==> src/rtl/uart_pkg.sv <==
// Shared definitions for the UART block sequencer: FSM state encoding,
// block geometry and the big-endian byte-lane helper.
package uart_pkg;

    localparam int BLOCK_BYTES = 16;
    localparam int BLOCK_BITS  = 128;

    typedef enum logic [1:0] {
        COLLECT = 2'd0,
        START   = 2'd1,
        WAIT    = 2'd2,
        SEND    = 2'd3
    } ctrl_state_e;

    // Byte k sits at [127-8k -: 8], so its LSB is 8*(15-k) = {~k, 3'b000}.
    function automatic logic [6:0] byte_lsb(input logic [3:0] idx);
        return {~idx, 3'b000};
    endfunction

endpackage

==> src/rtl/uart_block_ctrl_if.sv <==
// Bundle of the FIFO-side and engine-side signals of uart_block_ctrl.
// master = the sequencer, slave = FIFOs, engine and status observers.
interface uart_block_ctrl_if;
    import uart_pkg::*;

    logic                  rx_empty;
    logic [7:0]            read_data;
    logic                  read_uart;
    logic                  tx_full;
    logic                  write_uart;
    logic [7:0]            write_data;
    logic                  eng_start;
    logic [BLOCK_BITS-1:0] eng_in;
    logic                  eng_done;
    logic [BLOCK_BITS-1:0] eng_out;
    logic                  busy;
    logic                  drop;
    logic [15:0]           block_count;

    modport master (
        input  rx_empty, read_data, tx_full, eng_done, eng_out,
        output read_uart, write_uart, write_data, eng_start, eng_in,
               busy, drop, block_count
    );

    modport slave (
        output rx_empty, read_data, tx_full, eng_done, eng_out,
        input  read_uart, write_uart, write_data, eng_start, eng_in,
               busy, drop, block_count
    );

endinterface

==> src/rtl/uart_block_ctrl.sv <==
// Packs 16 RX bytes into a block, runs it through the block engine and
// streams the 16 result bytes to the TX FIFO; stale partial blocks are dropped.
module uart_block_ctrl
    import uart_pkg::*;
#(
    parameter int DBITS   = 8,
    parameter int TIMEOUT = 1_000_000,
    parameter int TO_BITS = 20
) (
    input  logic                clk_100MHz,
    input  logic                reset,
    uart_block_ctrl_if.master   bus
);

    localparam logic [3:0] LAST_IDX = 4'(BLOCK_BYTES - 1);

    ctrl_state_e           state_q, state_d;
    logic [3:0]            cnt_q, cnt_d;
    logic [BLOCK_BITS-1:0] pack_q, pack_d;
    logic [BLOCK_BITS-1:0] result_q, result_d;
    logic [TO_BITS-1:0]    idle_q, idle_d;
    logic                  busy_q, busy_d;
    logic [15:0]           block_count_q, block_count_d;

    logic rx_pop;
    logic tx_push;
    logic idle_expired;

    assign rx_pop       = (state_q == COLLECT) && !bus.rx_empty;
    assign tx_push      = (state_q == SEND) && !bus.tx_full;
    assign idle_expired = (state_q == COLLECT) && bus.rx_empty && (cnt_q != 4'd0)
                          && (idle_q == TO_BITS'(TIMEOUT - 1));

    assign bus.read_uart   = rx_pop;
    assign bus.write_uart  = tx_push;
    assign bus.drop        = idle_expired;
    assign bus.eng_start   = (state_q == START);
    assign bus.write_data  = (state_q == SEND) ? result_q[byte_lsb(cnt_q) +: DBITS] : '0;
    assign bus.eng_in      = pack_q;
    assign bus.busy        = busy_q;
    assign bus.block_count = block_count_q;

    always_comb begin
        // NOTE: every _d starts as its _q so no path through the case leaves
        // a signal unassigned, which would otherwise infer a latch.
        state_d       = state_q;
        cnt_d         = cnt_q;
        pack_d        = pack_q;
        result_d      = result_q;
        idle_d        = idle_q;
        block_count_d = block_count_q;

        unique case (state_q)
            COLLECT: begin
                if (rx_pop) begin
                    pack_d[byte_lsb(cnt_q) +: DBITS] = bus.read_data;
                    cnt_d  = (cnt_q == LAST_IDX) ? 4'd0 : cnt_q + 4'd1;
                    idle_d = '0;
                    if (cnt_q == LAST_IDX) begin
                        state_d = START;
                    end
                end else if (idle_expired) begin
                    cnt_d  = 4'd0;
                    idle_d = '0;
                end else if (cnt_q != 4'd0) begin
                    idle_d = idle_q + 1'b1;
                end
            end
            START: begin
                state_d = WAIT;
            end
            WAIT: begin
                // Only WAIT listens to eng_done; stray pulses elsewhere are harmless.
                if (bus.eng_done) begin
                    result_d = bus.eng_out;
                    state_d  = SEND;
                end
            end
            SEND: begin
                if (tx_push) begin
                    cnt_d = (cnt_q == LAST_IDX) ? 4'd0 : cnt_q + 4'd1;
                    if (cnt_q == LAST_IDX) begin
                        block_count_d = block_count_q + 16'd1;
                        state_d       = COLLECT;
                    end
                end
            end
            default: begin
                state_d = COLLECT;
            end
        endcase

        busy_d = (state_d != COLLECT);
    end

    // NOTE: the 128-bit pack and result registers are reset too, because
    // eng_in must read 0 out of reset and they are plain flops, not a RAM.
    always_ff @(posedge clk_100MHz or negedge reset) begin
        if (!reset) begin
            state_q       <= COLLECT;
            cnt_q         <= 4'd0;
            pack_q        <= '0;
            result_q      <= '0;
            idle_q        <= '0;
            busy_q        <= 1'b0;
            block_count_q <= 16'd0;
        end else begin
            // NOTE: non-blocking so every flop samples the pre-edge values.
            state_q       <= state_d;
            cnt_q         <= cnt_d;
            pack_q        <= pack_d;
            result_q      <= result_d;
            idle_q        <= idle_d;
            busy_q        <= busy_d;
            block_count_q <= block_count_d;
        end
    end

endmodule

==> src/flat_wrapper.sv <==
// flat-port wrapper written by rule: the top's interface ports become plain ports
module uart_block_ctrl_flat import uart_pkg::*;
#(
    parameter int DBITS   = 8,
    parameter int TIMEOUT = 1_000_000,
    parameter int TO_BITS = 20
)
  (clk_100MHz, reset, bus_rx_empty, bus_read_data, bus_tx_full, bus_eng_done, bus_eng_out, bus_read_uart, bus_write_uart, bus_write_data, bus_eng_start, bus_eng_in, bus_busy, bus_drop, bus_block_count);
  uart_block_ctrl_if bus_i ();
  input  logic clk_100MHz;
  input  logic reset;
  input wire logic [$bits(bus_i.rx_empty)-1:0] bus_rx_empty;
  input wire logic [$bits(bus_i.read_data)-1:0] bus_read_data;
  input wire logic [$bits(bus_i.tx_full)-1:0] bus_tx_full;
  input wire logic [$bits(bus_i.eng_done)-1:0] bus_eng_done;
  input wire logic [$bits(bus_i.eng_out)-1:0] bus_eng_out;
  output wire logic [$bits(bus_i.read_uart)-1:0] bus_read_uart;
  output wire logic [$bits(bus_i.write_uart)-1:0] bus_write_uart;
  output wire logic [$bits(bus_i.write_data)-1:0] bus_write_data;
  output wire logic [$bits(bus_i.eng_start)-1:0] bus_eng_start;
  output wire logic [$bits(bus_i.eng_in)-1:0] bus_eng_in;
  output wire logic [$bits(bus_i.busy)-1:0] bus_busy;
  output wire logic [$bits(bus_i.drop)-1:0] bus_drop;
  output wire logic [$bits(bus_i.block_count)-1:0] bus_block_count;
  assign bus_i.rx_empty = bus_rx_empty;
  assign bus_i.read_data = bus_read_data;
  assign bus_i.tx_full = bus_tx_full;
  assign bus_i.eng_done = bus_eng_done;
  assign bus_i.eng_out = bus_eng_out;
  assign bus_read_uart = bus_i.read_uart;
  assign bus_write_uart = bus_i.write_uart;
  assign bus_write_data = bus_i.write_data;
  assign bus_eng_start = bus_i.eng_start;
  assign bus_eng_in = bus_i.eng_in;
  assign bus_busy = bus_i.busy;
  assign bus_drop = bus_i.drop;
  assign bus_block_count = bus_i.block_count;
  uart_block_ctrl #(.DBITS(DBITS), .TIMEOUT(TIMEOUT), .TO_BITS(TO_BITS)) u_core (.clk_100MHz(clk_100MHz), .reset(reset), .bus(bus_i));
endmodule
==> config.mk <==
export PLATFORM = sky130hd
export DESIGN_NAME = uart_block_ctrl_flat
export DESIGN_NICKNAME = d
export VERILOG_FILES = /design/src/rtl/uart_pkg.sv /design/src/rtl/uart_block_ctrl_if.sv /design/src/rtl/uart_block_ctrl.sv /design/src/flat_wrapper.sv
export SDC_FILE = /design/constraint.sdc
export NUM_CORES = 1
export LEC_CHECK = 0
export ABC_AREA = 1
export CORE_MARGIN = 8
export CORE_UTILIZATION = 30
export DETAILED_ROUTE_END_ITERATION = 12
export SETUP_SLACK_MARGIN = 0.4
export SYNTH_ARGS = -nofsm -noshare
export SYNTH_HDL_FRONTEND = slang
export SYNTH_SLANG_ARGS = --single-unit
==> constraint.sdc <==
create_clock -name clk_100MHz -period 2.15 [get_ports clk_100MHz]
set_input_delay 0.43 -clock clk_100MHz [delete_from_list [all_inputs] [get_ports clk_100MHz]]
set_output_delay 0.43 -clock clk_100MHz [all_outputs]
set_load 0.1 [all_outputs]
# Word-level counts from Yosys, hierarchy flattened
# Index checks and enable logic that the tools add are counted.
# totals
regBits	299
output_inout_bits	157
# classes
n_addsub	4
n_eq_ne	7
shifts	3
mux	16
n_bitwise	1
reduce_logical	17
# ops
op	n
128-bit bitwise mux	1
8-bit by 9-bit variable shift with 128-bit output (first input constant)	1
128-bit by 8-bit variable part select with 8-bit output	1
8-bit by 9-bit variable part select with 128-bit output	1
20-bit two-way mux	3
20-bit by 1-bit adder with 20-bit output (second input constant)	1
20-bit equality test (second input constant)	1
16-bit by 1-bit adder with 16-bit output (second input constant)	1
4-bit two-way mux	4
2-bit two-way mux	5
7-bit negation with 9-bit output	1
8-bit two-way mux	1
2-bit one-hot mux with 4 select lines	1
4-bit one-hot mux with 2 select lines	1
2-bit AND reduction	3
3-bit AND reduction	2
1-bit logical AND	5
4-bit by 1-bit adder with 4-bit output (second input constant)	1
2-bit equality test (second input constant)	2
4-bit equality test (second input constant)	1
4-bit NOT	1
2-bit nonzero test	2
4-bit nonzero test	1
3-bit inequality test (second input constant)	1
5 further kinds	6

# Logic depth before layout (Yosys ltp)
# Gate-level depths: netlist (run 1).
# logic_depth
ltp_word	7
depth_mapped	12
depth_no_buf	11

# Least setup slack after synthesis (run 1)
# Ideal clock, no wire load.
# synth_path
kind	reg-to-output
from	register u_core.cnt_q[1]
to	output bus_drop
arrival_ps	3296
required_time_ps	1720
slack_ps	-1576
path_stages_with_launch	8
path_cell_list	dfrtp_1 > buf_2 > inv_1 > clkbuf_1 > ha_1 > nand2_1 > nand2_1 > nor3_1
# synth_via
elab_chain_cells	3
# synth_rtl
item	line	source
from (decl)	uart_block_ctrl.sv:18	logic [3:0] cnt_q, cnt_d;
from (signal assigned)	uart_block_ctrl.sv:110	cnt_q <= cnt_d;
4-bit nonzero test	uart_block_ctrl.sv:31	assign idle_expired = (state_q == COLLECT) && bus.rx_empty && (cnt_q != 4'd0)
1-bit logical AND	uart_block_ctrl.sv:31	
1-bit logical AND	uart_block_ctrl.sv:32	&& (idle_q == TO_BITS'(TIMEOUT - 1));
to (decl)	flat_wrapper.sv:23	output wire logic [$bits(bus_i.drop)-1:0] bus_drop;
# Every way passes these cells.

# Final worst setup path (run 1)
# layout_path
from	register u_core.cnt_q[0]
to	output bus_write_data[2]
# layout_via
elab_chain_cells	3
# layout_rtl
item	line	source
4-bit NOT	uart_pkg.sv:17	return {~idx, 3'b000};
128-bit by 8-bit variable part select with 8-bit output	uart_block_ctrl.sv:38	assign bus.write_data = (state_q == SEND) ? result_q[byte_lsb(cnt_q) +: DBITS] : '0;
8-bit two-way mux	uart_block_ctrl.sv:38	
to (decl)	flat_wrapper.sv:19	output wire logic [$bits(bus_i.write_data)-1:0] bus_write_data;
# Every way passes these cells.

==> results of run 1 <==
## cell type report
type | count | area [um2] | area share
clock inverter | 17 | 250 | 0.0118
sequential | 299 | 7500 | 0.354
timing repair inverter | 1 | 7.51 | 0.000354
tap | 600 | 751 | 0.0354
inverter | 159 | 677 | 0.0319
timing repair buffer | 425 | 4320 | 0.204
multi-input combinational | 1083 | 6720 | 0.317
clock buffer | 46 | 968 | 0.0457
## kinds of logic (layout without fill, tap and decap cells)
group	count (synthesis)	count (layout)	share of synthesized area
DFF	299	299	0.541
buffers and inverters	223	648	0.0660
AOI/OAI and AO/OA	221	221	0.0807
and+or+nand+nor	740	750	0.223
muxes	80	80	0.0652
adders and majority gates	12	12	0.0109
xor gates and xnor gates	20	20	0.0127
## flip-flops by register name, summed over array words and instances (netlist names)
| signal | cells |
|---|---|
| u_core.result_q | 128 |
| u_core.bus.eng_in | 128 |
| u_core.idle_q | 20 |
| u_core.cnt_q | 4 |
| u_core.bus.busy | 1 |
| u_core.state_q | 2 |
| u_core.bus.block_count | 16 |
## worst paths after layout
path                                                       start                                     to  slack [ns]
max in group asynchronous                                  reset        u_core.result_q[40]$_DFFE_PN0P_        0.96
hold reg to reg            u_core.bus.block_count[8]$_DFFE_PN0P_  u_core.bus.block_count[8]$_DFFE_PN0P_        0.48
min in group clk_100MHz                          bus_eng_out[98]        u_core.result_q[98]$_DFFE_PN0P_        0.45
hold / removal                                             reset      u_core.bus.eng_in[62]$_DFFE_PN0P_        0.39
setup / recovery                     u_core.cnt_q[0]$_DFFE_PN0P_                      bus_write_data[2]       -0.50
setup reg to reg                     u_core.cnt_q[0]$_DFFE_PN0P_      u_core.bus.eng_in[32]$_DFFE_PN0P_       -0.01
## what timing repair did
item / in CTS / in global routing
resized for setup: 133 / 200
gates cloned: 12 / 13
pin swaps: 28 / 97
hold buffers: 1 / 0
setup buffers: 35 / 23
endpoints found under the hold margin: 32 / 0
setup endpoints to repair: 175 / 252
## routing by layer
metal / global-route usage / part of all wire
met1: 0.218 / 0.42
met2: 0.285 / 0.48
met3: 0.0423 / 0.064
met4: 0.0548 / 0.026
met5: 0 / 0.00071
## power breakdown
part           leakage, nW  switching [mW]  total (mW)  internal [mW]
clock network        0.605            2.45        6.36           3.91
registers             3.78           0.960        8.17           7.21
logic                 5.40            7.23        11.2           4.01
## cells in the final DEF, fill, tap and decap left out, types with 13 or more instances in the layout
cell             synthesis  layout
nand2_1                394     304
dfrtp_1                299     285
buf_4                    5     207
nor2_1                 229     196
clkdlybuf4s50_1          0     139
inv_1                  149     129
o21ai_1                 76      84
mux2_2                  80      79
nand2_2                  9      73
a21oi_1                 59      50
o21ai_0                 82      43
clkbuf_16                0      42
nand3_1                 58      41
buf_12                   0      37
o21ai_2                  0      30
buf_6                    3      25
nor2_2                   8      22
nor2_4                   2      21
nand2_4                  5      21
nand2_8                  0      18
inv_2                    8      17
xor2_1                  17      17
nand3_2                  1      15
nand4_1                 14      14
dfrtp_2                  0      13
## worst register-to-register path, cell delays in order (launching register included)
cell     delay [ns]
dfrtp_4        0.50
buf_12         0.16
buf_4          0.15
ha_4           0.18
nand2_4        0.07
inv_4          0.05
nor2_8         0.16
buf_6          0.13
nand2_4        0.06
nor2_4         0.12
buf_12         0.14
buf_12         0.11
nand2_8        0.08
nand2_1        0.06
o21ai_0        0.07
## per-stage QoR
| stage | utilization | area (um2) | TNS, ns | worst slack (ns) |
|---|---|---|---|---|
| 5_1_grt | 0.467 | 21200 | -6.05 | -0.567 |
| 3_5_place_dp | 0.394 | 17900 | 0 | 0.0393 |
| 2_1_floorplan | - | 14200 | -0.512 | -0.0495 |
| 3_3_place_gp | 0.394 | 17900 | 0 | 0.0790 |
| 6_report | 0.467 | 21200 | -4.04 | -0.496 |
| 4_1_cts | 0.443 | 20100 | -4.22 | -0.486 |
==> results by group, run 1 <==
Worst setup path
  – Worst setup path category: register to primary output
  – Crit path largest cell delay: around 0.5 ns
  – WP buf/inv: 4
  – Required time worst endpoint: 1.72 ns
  – Cell mode on critical path: buf_6
  – Family with the most delay on the worst path: buffers and inverters
  – CP endpoint kind: primary output
  – Crit path arrival time: 2.22 ns
  – Worst Reg-to-Reg Cells: 14
  – CP max FO: 5
  – Crit. path cell count: 9
  – Crit-path slowest cell: dfrtp_4
  – Startpoint types: register
  – Worst path cell trace: buf_6 > buf_6 > clkbuf_16 > nand2_2 > nand2_1 > nand3_1 > nand3_2 > a21oi_4 > buf_12

Status
  – Violated checks: negative setup slack
  – Status: complete, but fails checks

Floorplan
  – Die width: 231 um
  – Core Area: 45400 um2
  – Initial core utilization: 0.304
  – I/O Pins: approximately 300
  – Die Area: 53200 um2
  – Die Y-Extent: 231 um
  – Core Rows: 78

Synth
  – Number of synthesized flops with an enable pin: 0
  – Yosys warnings: 0
  – Post-Syn Nets: 1748
  – Cells after synthesis: 1595
  – Post-synth ARST share: 1.00
  – Sequential share of the synthesized area: 0.541
  – Synth Cell Area: 13800 um2
  – Synth unique cells: 36
  – Main flop type after synthesis: dfrtp_1
  – Post-synth top area share: 0.541
  – Synth top area cells: dfrtp_1, nand2_1, mux2_2, nor2_1, inv_1
  – Cell with the most instances after synthesis: nand2_1
  – Synth Area per Inst: ~8.7 um2
  – Synth cell count leaders: nand2_1, dfrtp_1, nor2_1
  – Area leader, netlist: dfrtp_1
  – #FFs+latches synth: roughly 300

Run
  – Max_cap viols: 0

Clock network
  – Clock Sinks: 299
  – Clk root buf: clkbuf_16
  – Clock Latency Late Sink: approximately 0.55 ns
  – Clock Path Buffers: 3
  – CTS tree: done
  – H-tree levels: 2
  – Clk slew on worst S/H paths: 0.06 ns
  – Cts bufs inserted: 36

Final layout
  – Finished Layout Cells: 2630
  – ANT cells: 0
  – Share of cells above drive strength 1: 0.344
  – Fillers: about 4300
  – Area Growth Syn to Fin: 53.3%
  – Fin nets: 2158

Drt
  – Via/cell ratio: ~4.8
  – Total wire length: 49.6 mm
  – Detailed Routing Iterations Pass 1: 5
  – DRT iter0 DRCs: 855
  – DRC: 0
  – Antenna-violating nets left: 0
  – Avg WL per Cell: 18.8 um
  – Via count: approximately 13000

Global route
  – Total track usage: 0.172
  – First-pass GRT wire length: 72.8 mm
  – Largest net degree at the start of global routing: 60
  – Antenna violations before repair: 3
  – Grt total ovfl: 0
  – Vias in the first global route: 12500

STA
  – Worst Tran Pin Value: 0.587 ns
  – Unrepaired setup endpoints after global routing: true
  – Pins Over Slew Limit: 0
  – Fmax: roughly 0.38 GHz
  – Min cycle time layout: 2.65 ns
  – Fin. Hold Viols: 0
  – Final Worst Setup Slack: -0.496 ns
  – Fraction of the cycle the final worst path needs: 1.23
  – Final setup violation count: 12
  – Hold WS: between 0.3 and 0.4 ns
  – Rel. slew slack: 0.605
  – Clk_skew: 0.0248 ns

Placed design
  – Routability congestion estimate: 0.880
  – Placed cells: 2483
  – I/O Buffers: between 200 and 300
  – Post-DP HPWL: 33.8 mm

Pwr
  – VDD IR max: 1.33 mV
  – PD cells: 1220 nW/um2
  – Power Total: approximately 26 mW
  – Lkg Pwr: between 9 and 10 nW

Hold path
  – Type of the worst min-delay path: input port to async pin
No activity file was read; power rests on OpenSTA's default activity.
==> inputs of run 2 (changes only) <==
- CORE_UTILIZATION: 30 -> 46
- PLACE_DENSITY: default -> 0.76
==> run 2 against run 1 <==
Non-clock buffer count decreased by 45; first-iteration DRC count increased by 15%; via count decreased by 2.0%; fmax increased by 1.1%; count of clock-buffer cells in the layout increased by 7; the run still ends with negative setup slack left; largest cell class unchanged; flip-flop and latch count unchanged; utilization increased by 19 points; global-route usage increased by 6.3 points; clock power decreased by 13%; routed wire length decreased by 14%; sequential share of layout area increased by 3.0 points; critical path type unchanged.
==> results by group, run 2 (synthesis gave the netlist of run 1 again) <==
STA
  – Fmax: 0.382 GHz (+1.1%)
  – Pins Over Slew Limit: 0 (unchanged)
  – Final Worst Setup Slack: -0.468 ns (+0.0282 ns)
  – Fraction of the cycle the final worst path needs: 1.22 (-0.0131)
  – Clk_skew: 0.0203 ns (-0.00444 ns)
  – Fin. Hold Viols: 0 (unchanged)
  – Final setup violation count: 56 (+44)
  – Rel. slew slack: 0.669 (+0.0640)
  – Worst Tran Pin Value: 0.497 ns (-0.0898 ns)
  – Unrepaired setup endpoints after global routing: true
  – Setup tns final: -6.83 ns (-2.79 ns)
  – Hold WS: 0.454 ns (+0.0607 ns)
  – Min cycle time layout: 2.62 ns (-0.0282 ns)

Global route
  – Largest net degree at the start of global routing: 70 (+17%)
  – Grt total ovfl: 0 (unchanged)
  – Antenna violations before repair: 4 (+1)
  – Total track usage: 0.234 (+0.0626)
  – First-pass GRT wire length: 67.8 mm (-6.8%)
  – Vias in the first global route: 12600 (+0.72%)

Clock network
  – Cts bufs inserted: 34 (-5.6%)
  – Clock Path Buffers: 3 (unchanged)
  – Clk slew on worst S/H paths: 0.06 ns (about the same)
  – Clock Latency Late Sink: 0.51 ns (-0.04 ns)
  – Clk root buf: clkbuf_16
  – H-tree levels: 2 (unchanged)
  – CTS tree: done
  – Clock Sinks: 299 (unchanged)

Pwr
  – Part of the total power dissipated in the clock network: 0.231 (-0.016)
  – Psw: 9.90 mW (-7.0%)
  – Lkg Pwr: 9.34 nW (-4.5%)
  – VDD IR max: 0.591 mV (-55%)
  – Combinational share of power: 0.434 (-0.002)
  – Cell-internal power: 14.2 mW (-6.3%)
  – Switching share of power: 0.411 (-0.00156)
  – Reg power frac: 0.335 (+0.018)
  – PD cells: 1230 nW/um2 (+1.3%)

Placed design
  – Area of placed instances: 17600 um2 (-1.6%)
  – Placed cells: 2273 (-8.5%)
  – Routability congestion estimate: 0.878 (-0.18%)
  – I/O Buffers: 297 (unchanged)
  – Post-DP HPWL: 30.5 mm (-9.8%)

Worst setup path
  – CP max FO: 8 (+3)
  – Required time worst endpoint: 1.72 ns (about the same)
  – Crit path arrival time: 2.19 ns (-0.03 ns)
  – Crit. Startpoint: u_core.cnt_q[0]$_DFFE_PN0P_
  – R2r startpoint: u_core.cnt_q[0]$_DFFE_PN0P_
  – Startpoint types: register
  – CP endpoint kind: primary output
  – Worst setup path category: register to primary output

Status
  – Status: complete, but fails checks
  – Violated checks: negative setup slack

Final layout
  – Area Growth Syn to Fin: 41.4%
  – Share of cells above drive strength 1: 0.263 (-0.0807)
  – Most frequent cells in the layout: nand2_1, dfrtp_1, nor2_1
  – Fin area: 19500 um2 (-7.8%)
  – Finished Layout Cells: 2366 (-10%)
  – Most common cell after layout, fill and taps aside: nand2_1
  – Fin nets: 2102 (-2.6%)
  – Fillers: 2355 (-45%)

Drt
  – Antenna-violating nets left: 0 (unchanged)
  – Total wire length: 42.6 mm (-14%)
  – Avg WL per Cell: 18.0 um (-4.5%)
  – Via count: 12300 (-2.0%)
  – DRC: 0 (unchanged)
  – Detailed Routing Iterations Pass 1: 5 (unchanged)
  – Via/cell ratio: 5.19 (+8.9%)
  – DRT iter0 DRCs: 980 (+15%)

Floorplan
  – Die width: 189 um (-18%)
  – Initial core utilization: 0.466 (+0.162)
  – Die Y-Extent: 189 um (-18%)
  – I/O Pins: 298 (unchanged)
  – Die Area: 35800 um2 (-33%)
  – Core Rows: 63 (-19%)
  – Core Area: 29600 um2 (-35%)

Hold path
  – Type of the worst min-delay path: input port to async pin

Run
  – Max_cap viols: 0 (unchanged)
## run 2: changes by cell type in the layout (fill, tap and decap cells not counted), moves of 14 or more
cell     before  now
nand2_1     304  367
nand2_2      73   17
nor2_1      196  218
o21ai_1      84  103
buf_4       207  190
buf_6        25   11
o21ai_2      30    9
## run 2: worst max-delay path: stages (launching register included)
cell and delay (ns):
dfrtp_4 0.52, clkinvlp_4 0.12, buf_6 0.15, buf_12 0.13, buf_6 0.09, o21ai_2 0.04, nand3_1 0.10, nand3_2 0.13
a21oi_4 0.21, buf_12 0.19
## run 2: power by group through the flow
stage / Sequential, mW / Clock, mW / Combinational (mW)
final: 8.06 / 5.56 / 10.4
after global routing: 8.22 / 5.89 / 11.2
after CTS: 8.02 / 5.65 / 10.3
after detailed placement: 8.12 / 0 / 9.30
after global placement: 8.04 / 0 / 9.15
after floorplan: 10.3 / 0 / 4.42
## run 2: cell type report
class | instances | area [um2] | share of cell area
clock buffer | 53 | 992 | 0.0508
multi-input combinational | 1075 | 6060 | 0.310
sequential | 299 | 7500 | 0.384
timing repair buffer | 380 | 3780 | 0.193
inverter | 159 | 638 | 0.0327
tap | 390 | 488 | 0.0250
clock inverter | 6 | 75.1 | 0.00384
antenna | 4 | 10.0 | 0.000512
## run 2: metrics by stage
stage	utilization	total power, mW	worst slack [ns]
floorplan	-	14.7	-0.0495
global placement	0.593	17.2	0.0548
detailed placement	0.593	17.4	0.00308
CTS	0.654	23.9	-0.441
global route	0.659	25.3	-0.536
finish	0.659	24.1	-0.468
## run 2: worst paths after layout
| check | end | slack (ns) | cells after the start |
|---|---|---|---|
| max | bus_write_data[5] | -0.47 | 9 |
| min | u_core.result_q[27]$_DFFE_PN0P_ | 0.45 | 2 |
| max reg2reg | u_core.bus.eng_in[8]$_DFFE_PN0P_ | -0.13 | 10 |
| min reg2reg | u_core.bus.eng_in[62]$_DFFE_PN0P_ | 0.48 | 2 |
| max in group asynchronous | u_core.result_q[86]$_DFFE_PN0P_ | 0.88 | 3 |
| min in group clk_100MHz | u_core.bus.eng_in[62]$_DFFE_PN0P_ | 0.48 | 2 |
## run 2: per-layer routing
layer  part of all wire  vias to the layer above  track usage
met5                  0                        -            0
met4              0.037                        0        0.102
met3              0.064                      102       0.0469
met2               0.48                      481        0.383
met1               0.41                     5917        0.299
li1                   -                     5783            -
## run 2: timing repair
action                                 4_1_cts  5_1_grt
pin swaps                                   61       45
setup endpoints to repair                  173      263
hold buffers                                 1        0
endpoints found under the hold margin       48        0
gates resized for setup                     99       46
buffers inserted                            19        1
cloned                                       8        1
==> inputs of run 3 (changes only) <==
--- a/constraint.sdc
+++ b/constraint.sdc
@@ -3,2 +3,2 @@
 set_output_delay 0.43 -clock clk_100MHz [all_outputs]
-set_load 0.1 [all_outputs]
+set_load 0.005 [all_outputs]
==> run 3 against run 2 <==
The run still ends with negative setup slack left; worst setup slack better by 0.021 ns; global-route usage is 2.3 points higher; clock skew is 0.0086 ns lower; routed wire length is 20% higher; flip-flop and latch count stayed put; combinational power is 9% lower; die area stayed put; largest cell class unchanged.
==> results by group, run 3 (synthesis gave the netlist of run 1 again) <==
Clock network
  – Clk slew on worst S/H paths: 0.06 ns (about the same)
  – Clk root buf: clkbuf_16
  – Clock Sinks: 299 (unchanged)
  – Clock Path Buffers: 3 (unchanged)
  – CTS tree: done
  – H-tree levels: 1 (-1)
  – Cts bufs inserted: 31 (-8.8%)
  – Clock Latency Late Sink: 0.58 ns (+0.07 ns)

Worst setup path
  – Reg-to-reg endpoint: u_core.bus.eng_in[18]$_DFFE_PN0P_
  – Family with the most delay on the worst path: buffers and inverters
  – Crit. path cell count: 9 (unchanged)
  – Worst path cell trace: clkbuf_16 > clkbuf_16 > nor2_1 > nor2_1 > nand2_1 > nand3_2 > nand3_2 > a21oi_4 > buf_2
  – CP endpoint kind: primary output
  – Crit-path slowest cell: dfrtp_4
  – FF-to-FF setup slack: -0.41 ns (-0.28 ns)
  – Worst setup path category: register to primary output
  – Crit. Startpoint: u_core.cnt_q[0]$_DFFE_PN0P_
  – Required time worst endpoint: 1.72 ns (about the same)
  – CP max FO: 7 (-1)
  – Crit path arrival time: 2.17 ns (-0.02 ns)
  – R2r startpoint: u_core.cnt_q[0]$_DFFE_PN0P_
  – Crit path largest cell delay: 0.47 ns (-0.05 ns)
  – Worst Reg-to-Reg Cells: 16 (+6)
  – Startpoint types: register
  – WP buf/inv: 3 (-2)
  – Setup crit end: bus_write_data[7]

Drt
  – DRC: 0 (unchanged)
  – Total wire length: 51.3 mm (+20%)
  – Antenna-violating nets left: 0 (unchanged)
  – DRT iter0 DRCs: 1098 (+12%)
  – Via count: 13500 (+10%)
  – Avg WL per Cell: 20.8 um (+16%)
  – Via/cell ratio: 5.49 (+5.8%)
  – Detailed Routing Iterations Pass 1: 5 (unchanged)

STA
  – Pins Over Slew Limit: 0 (unchanged)
  – Final Worst Setup Slack: -0.446 ns (+0.0213 ns)
  – Clk_skew: 0.0118 ns (-0.00859 ns)
  – Rel. slew slack: 0.578 (-0.0904)
  – Final setup violation count: 154 (+180%)
  – Fraction of the cycle the final worst path needs: 1.21 (-0.00993)
  – Setup tns final: -43.83 ns (-36.99 ns)
  – Unrepaired setup endpoints after global routing: true
  – Worst Tran Pin Value: 0.631 ns (+0.134 ns)
  – Fin. Hold Viols: 0 (unchanged)
  – Hold WS: 0.298 ns (-0.157 ns)
  – Fmax: 0.385 GHz (+0.82%)
  – Min cycle time layout: 2.60 ns (-0.0213 ns)

Final layout
  – Share of cells above drive strength 1: 0.339 (+0.0755)
  – Util after Layout: 0.743 (+0.0836)
  – Finished Layout Cells: 2465 (+4.2%)
  – FF/Latch Area: 7490 um2 (-0.15%)
  – Most frequent cells in the layout: dfrtp_1, nand2_1, nor2_1
  – Fillers: 1924 (-18%)
  – Fin nets: 2201 (+4.7%)
  – Multi-input gate area: 7230 um2 (+19%)
  – Most common cell after layout, fill and taps aside: dfrtp_1
  – Area Growth Syn to Fin: 59.4%

Global route
  – Total track usage: 0.257 (+0.0229)
  – First-pass GRT wire length: 74.5 mm (+9.8%)
  – Vias in the first global route: 13800 (+9.4%)
  – Antenna violations before repair: 5 (+1)
  – Grt total ovfl: 0 (unchanged)
  – Largest net degree at the start of global routing: 76 (+8.6%)

Pwr
  – Cell-internal power: 14.7 mW (+3.5%)
  – Part of the total power dissipated in the clock network: 0.230 (about the same)
  – Combinational share of power: 0.411 (-0.023)
  – Lkg Pwr: 10.6 nW (+14%)
  – Reg power frac: 0.359 (+0.024)
  – Psw: 8.33 mW (-16%)
  – Switching share of power: 0.362 (-0.0491)
  – PD cells: 1040 nW/um2 (-15%)
  – VDD IR max: 0.717 mV (+21%)

Status
  – Status: complete, but fails checks
  – Violated checks: negative setup slack

Floorplan
  – Core Area: 29600 um2 (unchanged)
  – Die width: 189 um (unchanged)
  – Die Y-Extent: 189 um (unchanged)
  – Die Area: 35800 um2 (unchanged)
  – I/O Pins: 298 (unchanged)
  – Initial core utilization: 0.466 (unchanged)
  – Core Rows: 63 (unchanged)

Placed design
  – Placed cells: 2286 (+0.57%)
  – I/O Buffers: 297 (unchanged)
  – Post-DP HPWL: 30.7 mm (+0.62%)
  – Routability congestion estimate: 0.917 (+4.4%)

Run
  – Max_cap viols: 0 (unchanged)

Hold path
  – Type of the worst min-delay path: input port to async pin
run 3: cell count changes in the layout (fill, tap and decap cells not counted), moves of 15 or more:
cell           change
dlygate4sd2_1    +145
nand2_1          -131
buf_4            -112
nand2_2           +77
o21ai_2           +62
nand2_4           +46
o21ai_1           -36
buf_6             +34
nor2_1            -33
o21ai_0           -26
nor2_4            +18
nor2_2            +15
run 3: final cells by class:
class / count / share of cell area
Sequential cell: 299 / 0.340
Timing Repair Buffer: 475 / 0.230
Clock inverter: 9 / 0.00420
Inverter: 159 / 0.0328
Antenna cell: 5 / 0.000568
Timing Repair inverter: 2 / 0.000625
Tap cell: 390 / 0.0222
Multi-Input combinational cell: 1080 / 0.329
Clock buffer: 46 / 0.0410
run 3: worst min-delay path by stage:
| stage | start | to | cells past startpoint |
|---|---|---|---|
| final | reset | u_core.bus.eng_in[17]$_DFFE_PN0P_ | 2 |
| after global routing | reset | u_core.bus.eng_in[2]$_DFFE_PN0P_ | 2 |
| after CTS | reset | u_core.bus.eng_in[2]$_DFFE_PN0P_ | 2 |
| after detailed placement | reset | u_core.bus.eng_in[103]$_DFFE_PN0P_ | 1 |
| after global placement | reset | u_core.bus.eng_in[103]$_DFFE_PN0P_ | 1 |
| after floorplan | reset | u_core.bus.block_count[0]$_DFFE_PN0P_ | 0 |
run 3: routing by layer:
metal,vias to the layer above,track usage,share of wire
li1,6024,-,-
met1,6660,0.319,0.38
met2,673,0.437,0.50
met3,187,0.0432,0.070
met4,0,0.114,0.052
met5,-,0,0
run 3: repair_timing:
action,in CTS,in global routing
gates cloned,20,11
setup buffers,73,14
hold buffers,1,0
endpoints found under the setup margin,412,294
pin swaps,69,94
gates resized for setup,524,308
endpoints found under the hold margin,32,0
run 3: worst reg2reg max path: stages (launching register included):
cell and delay (ns):
dfrtp_4 0.52, buf_12 0.16, buf_12 0.12, buf_16 0.14, buf_12 0.12, ha_4 0.17
nand2_4 0.08, inv_6 0.04, buf_4 0.13, nand2_4 0.08, nand2_8 0.08, nor2_8 0.26
buf_6 0.15, buf_8 0.13, nand2_8 0.10, nand2_2 0.08, o21ai_1 0.06
run 3: stage by stage:
stage	total power [mW]	setup WS [ns]	instance area, um2
2_1_floorplan	11.9	0.402	13900
3_3_place_gp	14.5	-0.185	17800
3_5_place_dp	14.7	-0.199	17800
4_1_cts	21.5	-0.411	20600
5_1_grt	24.1	-0.517	22000
6_report	23.0	-0.446	22000
run 3: power by group through the flow:
stage | Sequential [mW] | Combinational [mW] | Clock (mW)
global placement | 8.14 | 6.39 | 0
CTS | 8.11 | 8.11 | 5.32
floorplan | 7.85 | 4.06 | 0
global route | 8.37 | 10.2 | 5.58
finish | 8.25 | 9.45 | 5.29
detailed placement | 8.17 | 6.57 | 0
